$ cat src/rtl/clk_div_pkg.sv
// Shared types and defaults for the run/stop clock divider controller.
// Optional feature macro used by the top: CLKDIV_PERIOD_CNT_EN.
package clk_div_pkg;

    // Default divisor width and reset divisor (half-period = DIV+1 clocks).
    localparam int CLKDIV_W           = 16;
    localparam int CLKDIV_DEFAULT_DIV = 4999;

    // Controller states: idle, counting, counting with a divisor queued,
    // and finishing the current high phase before idling.
    typedef enum logic [1:0] {
        STOP  = 2'd0,
        RUN   = 2'd1,
        PEND  = 2'd2,
        DRAIN = 2'd3
    } clk_div_state_e;

endpackage

$ cat src/rtl/clk_div_counter.sv
// Half-period counter and registered divided clock.
// While run_i is low the counter sits at zero and the output clock is held low,
// so stopping never produces a short high pulse.
module clk_div_counter #(
    parameter int W = 16
) (
    input  logic         clk_i,
    input  logic         rst_i,
    input  logic         run_i,
    input  logic [W-1:0] div_i,
    output logic         terminal_o,
    output logic         out_clk_o,
    output logic         rise_o
);

    logic [W-1:0] cnt_q;
    logic [W-1:0] cnt_d;
    logic         out_clk_q;
    logic         out_clk_d;
    logic         rise_q;
    logic         rise_d;
    logic         terminal;

    // Next-state: count 0..div, toggle the clock at the terminal count.
    always_comb begin
        terminal  = run_i && (cnt_q == div_i);
        cnt_d     = '0;
        out_clk_d = 1'b0;
        rise_d    = 1'b0;
        if (run_i) begin
            cnt_d     = terminal ? '0 : cnt_q + 1'b1;
            out_clk_d = terminal ? ~out_clk_q : out_clk_q;
            rise_d    = terminal && !out_clk_q;
        end
    end

    // Counter, clock and rise-pulse registers.
    always_ff @(posedge clk_i) begin
        if (rst_i) begin
            cnt_q     <= '0;
            out_clk_q <= 1'b0;
            rise_q    <= 1'b0;
        end else begin
            cnt_q     <= cnt_d;
            out_clk_q <= out_clk_d;
            rise_q    <= rise_d;
        end
    end

    assign terminal_o = terminal;
    assign out_clk_o  = out_clk_q;
    assign rise_o     = rise_q;

endmodule

$ cat src/rtl/clk_div_sched.sv
// Run/stop and reconfiguration controller around clk_div_counter.
// New divisors are queued and only take effect at a period end (falling edge
// of out_clk_o) or when the divider is stopped, so no period is ever shortened.
// Optional macro CLKDIV_PERIOD_CNT_EN adds a 32-bit free-running count of
// output periods on period_cnt_o.
module clk_div_sched
    import clk_div_pkg::*;
#(
    parameter int W           = CLKDIV_W,
    parameter int DEFAULT_DIV = CLKDIV_DEFAULT_DIV
) (
    input  logic         clk_i,
    input  logic         rst_i,
    input  logic         en_i,
    input  logic         cfg_valid_i,
    input  logic [W-1:0] cfg_div_i,
    output logic         cfg_ready_o,
    output logic         out_clk_o,
    output logic         out_tick_o,
    output logic [W-1:0] cur_div_o,
    output logic         busy_o
`ifdef CLKDIV_PERIOD_CNT_EN
    ,
    output logic [31:0]  period_cnt_o
`endif
);

    clk_div_state_e state_q;
    clk_div_state_e state_d;
    logic [W-1:0]   cur_div_q;
    logic [W-1:0]   cur_div_d;
    logic [W-1:0]   pend_div_q;
    logic [W-1:0]   pend_div_d;
    logic           pend_vld_q;
    logic           pend_vld_d;

    logic           cfg_ready;
    logic           xfer;
    logic           run;
    logic           terminal;
    logic           out_clk;
    logic           rise;

    // Divisors are only accepted while idle or plainly running.
    assign cfg_ready = (state_q == STOP) || (state_q == RUN);
    assign xfer      = cfg_valid_i && cfg_ready;

    // The counter runs while active; in DRAIN it only runs to finish a high
    // phase, a low phase is simply abandoned.
    assign run = (state_q == RUN) || (state_q == PEND) ||
                 ((state_q == DRAIN) && out_clk);

    clk_div_counter #(
        .W (W)
    ) u_counter (
        .clk_i      (clk_i),
        .rst_i      (rst_i),
        .run_i      (run),
        .div_i      (cur_div_q),
        .terminal_o (terminal),
        .out_clk_o  (out_clk),
        .rise_o     (rise)
    );

    // FSM next-state, divisor queueing and divisor commit.
    always_comb begin
        state_d    = state_q;
        cur_div_d  = cur_div_q;
        pend_div_d = pend_div_q;
        pend_vld_d = pend_vld_q;
        case (state_q)
            STOP: begin
                if (xfer) begin
                    cur_div_d = cfg_div_i;
                end
                if (en_i) begin
                    state_d = RUN;
                end
            end
            RUN: begin
                if (xfer) begin
                    pend_div_d = cfg_div_i;
                    pend_vld_d = 1'b1;
                    state_d    = en_i ? PEND : DRAIN;
                end else if (!en_i) begin
                    state_d = DRAIN;
                end
            end
            PEND: begin
                if (!en_i) begin
                    state_d = DRAIN;
                end else if (terminal && out_clk) begin
                    // Falling edge closes the period: new divisor starts here.
                    cur_div_d  = pend_div_q;
                    pend_vld_d = 1'b0;
                    state_d    = RUN;
                end
            end
            DRAIN: begin
                if (!out_clk || terminal) begin
                    state_d = STOP;
                    if (pend_vld_q) begin
                        cur_div_d  = pend_div_q;
                        pend_vld_d = 1'b0;
                    end
                end
            end
            default: begin
                state_d = STOP;
            end
        endcase
    end

    // Controller state registers; reset discards any queued divisor.
    always_ff @(posedge clk_i) begin
        if (rst_i) begin
            state_q    <= STOP;
            cur_div_q  <= W'(DEFAULT_DIV);
            pend_div_q <= '0;
            pend_vld_q <= 1'b0;
        end else begin
            state_q    <= state_d;
            cur_div_q  <= cur_div_d;
            pend_div_q <= pend_div_d;
            pend_vld_q <= pend_vld_d;
        end
    end

    assign cfg_ready_o = cfg_ready;
    assign out_clk_o   = out_clk;
    assign out_tick_o  = rise;
    assign cur_div_o   = cur_div_q;
    assign busy_o      = pend_vld_q;

`ifdef CLKDIV_PERIOD_CNT_EN
    logic [31:0] period_cnt_q;

    // Count completed rising edges; wraps naturally, cleared only by reset.
    always_ff @(posedge clk_i) begin
        if (rst_i) begin
            period_cnt_q <= '0;
        end else if (rise) begin
            period_cnt_q <= period_cnt_q + 32'd1;
        end
    end

    assign period_cnt_o = period_cnt_q;
`endif

endmodule

$ cat config.mk
export PLATFORM = sky130hd
export DESIGN_NAME = clk_div_sched
export DESIGN_NICKNAME = d
export VERILOG_FILES = /design/src/rtl/clk_div_pkg.sv /design/src/rtl/clk_div_counter.sv /design/src/rtl/clk_div_sched.sv
export SDC_FILE = /design/constraint.sdc
export NUM_CORES = 1
export LEC_CHECK = 0
export BUFFER_PORTS_ARGS = -buffer_cell sky130_fd_sc_hd__buf_2
export CORE_ASPECT_RATIO = 1.5
export CORE_UTILIZATION = 51
export DETAILED_ROUTE_END_ITERATION = 6
export PLACE_DENSITY_LB_ADDON = 0.1
export SLEW_MARGIN = 40
export SYNTH_ARGS = -nofsm -noshare
export SYNTH_HDL_FRONTEND = slang
export SYNTH_HIERARCHICAL = 1
export SYNTH_SLANG_ARGS = --single-unit
$ cat constraint.sdc
create_clock -name clk_i -period 2.6 [get_ports clk_i]
set_input_delay 0.26 -clock clk_i [delete_from_list [all_inputs] [get_ports clk_i]]
set_output_delay 0.26 -clock clk_i [all_outputs]
set_load 0.05 [all_outputs]
==> flow_metrics.tcl <==
set metrics [dict create \
    syn-mean-instance-area_um2 8.77 \
    cp_slowest_stage_delay_ns 0.44 \
    post_synthesis_cell_area_um2 2590 \
    totalWireLength_um 5730 \
    cts.reportedPaths.clkPinSlew_ns 0.09 \
    r2r_slack_ns 0.12 \
    maxCapViolCount 0 \
    clock_sinks 53 \
    grt_max_degree 33 \
    root_buffer "clkbuf_8" \
    hold_path_end "pend_div_q[6]" \
    outcome "completed" \
    cell_by_cell_trace_of_the_critical_path "xor2_1 > nor4_2 > nand2_1 > or3_1 > inv_2 > nand2_1 > a221o_1 > or3_1 > a21oi_1" \
    avgRoutedWirePerCell_um 14.4 \
    drt.antenna.violating_nets 0 \
    report.final.hold_viol_count 0 \
    post_synth_and_or_nand_nor_area_fraction_pct 20.4 \
    fin_worst_skew_ns 0.00765 \
    synthAdderAreaFrac_pct 2.41 \
    synth_largest_type_area_fraction_pct 40.9 \
    synthXorXnorAreaFrac_pct 10.1 \
    io_buffers 39 \
    placeable_area_um2 4850 \
    cts.hold.buffers_added 0 \
    unrepaired_setup_endpoints_after_global_routing "no" \
    initial_core_util_pct 53.5 \
    cts_htree_levels 2 \
    grt_pass1_vias 2024 \
    final.period_utilization_pct 95.5 \
    fillCellCount 441 \
    firstDrtPassIters 4 \
    globalRouteMet2Util_pct 38.4 \
    worst_hold_startpoint "cfg_div_i[6]" \
    timing.critical_path.from_type "register" \
    synth.ff_latch_count 53 \
    min_delay_path_depth 3 \
    synthToLayoutAreaGrowth_pct 13.5 \
    endpoint_kind "register" \
    syn_inst 296 \
    die_y_um 89.4 \
    critPathRequiredTime_ns 2.83 \
    global_route.usage.met1_pct 29.9 \
    post-route-drc-count 0 \
    leakagePower_uw 0.00114 \
    design.portCount 40 \
    ys.warnings.count 6 \
    setup-tns-final_ns 0 \
    final.min_clock_period_ns 2.48 \
    critical_path_maximum_fanout 4 \
    number_of_cts_inserted_buffers 5 \
    timing.rr.end "state_q[1]" \
    groute.layer.met3.usage_pct 3.62 \
    finalNetCount 357 \
    detailedRoute.firstIterationViolations 62 \
    power.density_cell_area_nw_per_um2 1090 \
    tightest_slew_ns 0.799 \
    timing.slew.headroom_pct 46.7 \
    synth.lib_cells_used.distinct 40 \
    grt_antenna_before_repair 0 \
    drive_above_1_share_pct 21.3 \
    vdd_drop_max_uv 444 \
    cpMaxStageDelayCell "or3_1" \
    critical_path_class "register to register" \
    timing.hold.worst.class "primary input to register" \
    gp_routability_congestion 0.891 \
    worstReg2RegStart "u_counter/cnt_q[5]" \
    track_usage_pct 23.2 \
    final-setup-viol-count 0 \
    ff2ff_path_depth 9 \
    fp-row-count 31 \
    synthesis.nets 321 \
    grt_remaining_overflow 0 \
    area_fraction_in_compound_gates_after_synthesis_pct 18.6 \
    tritoncts "done" \
    dominant_combinational_cell_family_by_area_after_synthesis "simple AND/OR/NAND/NOR gates" \
    total_power_uw 3200 \
    fp.dieArea_um2 5380 \
    synth_largest_area_cell "dfxtp_1" \
    synth.top_cells.by_area "dfxtp_1 (41%), a21oi_1 (7.3%), nand2_1 (6.2%), xor2_1 (5.7%), xnor2_1 (4.4%)" \
    cts-root-to-sink-buffers 2 \
    ys_seq_area_share_pct 40.9 \
    vias 2160 \
    critPathArrivalTime_ns 2.71 \
    muxShareOfSynthArea_pct 3.47 \
    clkLatencyLatePin_ns 0.30 \
    routed_via_density 5.41 \
    top_usage_layer "met2" \
    antenna_cells 0 \
    maxClockFrequency_mhz 403 \
    place_hpwl_um 4230 \
    die-width_um 60.2 \
    grt_first_pass_wirelength_um 9500 \
    final_max_slew_viol_count 0 \
]
## routing by layer
metal / part of all wire, % / up-vias / routed length, um
li1: - / 1107 / -
met1: 45 / 1002 / 2600
met2: 50 / 40 / 2850
met3: 2.9 / 11 / 166
met4: 2.0 / 0 / 113
met5: 0 / - / 0
## through the flow
stage	instance area, um^2	std cells	hold WS [ns]	worst slack (ns)	util, %
after CTS	2940	399	0.196	0.0816	60.6
after global routing	2950	399	0.204	0.0285	60.7
after floorplan	2600	296	0.396	0.00705	-
after detailed placement	2860	391	0.442	0.111	58.9
final	2950	399	0.207	0.118	60.7
after global placement	2860	391	0.437	0.141	58.9
## cell type report
| class | count | area, um^2 | area share, % |
|---|---|---|---|
| Multi-Input combinational cell | 221 | 1430 | 48.7 |
| Clock buffer | 6 | 72.6 | 2.46 |
| Tap cell | 66 | 82.6 | 2.80 |
| Inverter | 5 | 18.8 | 0.637 |
| Sequential cell | 53 | 1070 | 36.2 |
| Clock inverter | 2 | 10.0 | 0.340 |
| Timing Repair Buffer | 46 | 260 | 8.84 |
## where the power goes
part	leakage, uW	internal (uW)	total (uW)	switching [uW]
clock	0.0000450	187	441	253
sequential	0.000433	994	1150	161
combinational	0.000664	512	1600	1090
## cell families (layout without fill, tap and decap cells)
kind of cell	count (synthesis)	after routing
simple gates	106	106
mux	9	9
buf+inv	22	59
flops	53	53
compound gates	71	71
fa+ha+maj	5	5
xor+xnor	30	30
## cells in the final DEF, fill, tap and decap left out, drive strengths merged, types with 2 or more instances in the layout
cell type  synthesis  layout
xor2              17      17
a2111oi            7       7
nor2              20      20
nor3               3       3
a21oi             38      38
nand4              4       4
mux2i              9       9
nand3              6       6
nand2             43      43
clkinv             0       2
and3               2       2
and2b              2       2
clkbuf             8       6
nor2b             10      10
a311oi             9       9
or3                4       4
ha                 5       5
xnor2             13      13
nor4               7       7
and2               2       2
buf                9      46
inv                5       5
dfxtp             53      53
o31ai              4       4
o21ai              8       8
## repair_timing
action,CTS,global route
buffers inserted,0,0
resized for setup,0,4
setup endpoints to repair,0,4
## synthesized netlist by cell type
cell,count
and2_1,2
nor4_1,5
a21oi_1,38
nand4_1,3
or3_1,4
nand4_2,1
a2111oi_2,2
nor4_2,2
a2bb2oi_2,1
o21ai_0,1
nand3_1,6
xnor2_1,13
dfxtp_1,53
and3_1,2
nand2_1,43
xor2_1,17
clkbuf_1,8
mux2i_1,9
nor3_1,2
nor2b_1,10
o31ai_4,1
and2b_2,2
o21ai_1,7
inv_1,5
ha_1,5
a311oi_1,9
nand2b_1,1
buf_4,2
nor3_4,1
a2111oi_1,5
a22o_1,1
buf_6,1
or4_1,1
buf_2,6
o2bb2ai_1,1
a221o_1,1
a21o_1,1
or2_2,1
nor2_1,20
o31ai_1,3
## worst max-delay path, delay by kind of cell (launching register included)
kind | cells | cell delay, ns
AO/OA/AOI/OAI | 2 | 0.50
XOR/XNOR | 1 | 0.17
AND/OR/NAND/NOR | 5 | 1.29
buffers and inverters | 1 | 0.10
flip-flops | 1 | 0.36
## worst max-delay path by stage
stage | from | to | slack (ns) | cells past startpoint
6_report | u_counter/cnt_q[5] | state_q[1] | 0.12 | 9
2_1_floorplan | cur_div_o[15] | state_q[1] | 0.007 | 9
5_1_grt | state_q[0] | state_q[1] | 0.03 | 10
4_1_cts | u_counter/cnt_q[3] | state_q[1] | 0.08 | 9
3_5_place_dp | u_counter/cnt_q[3] | state_q[1] | 0.11 | 9
3_3_place_gp | u_counter/cnt_q[3] | state_q[1] | 0.14 | 9
## state kept, by name (all words and copies together) (netlist names)
signal / flops
u_counter/cnt_q: 16
u_counter/rise_o: 1
busy_o: 1
cur_div_o: 16
pend_div_q: 16
state_q: 2
u_counter/out_clk_o: 1
No activity file was read; power rests on OpenSTA's default activity.
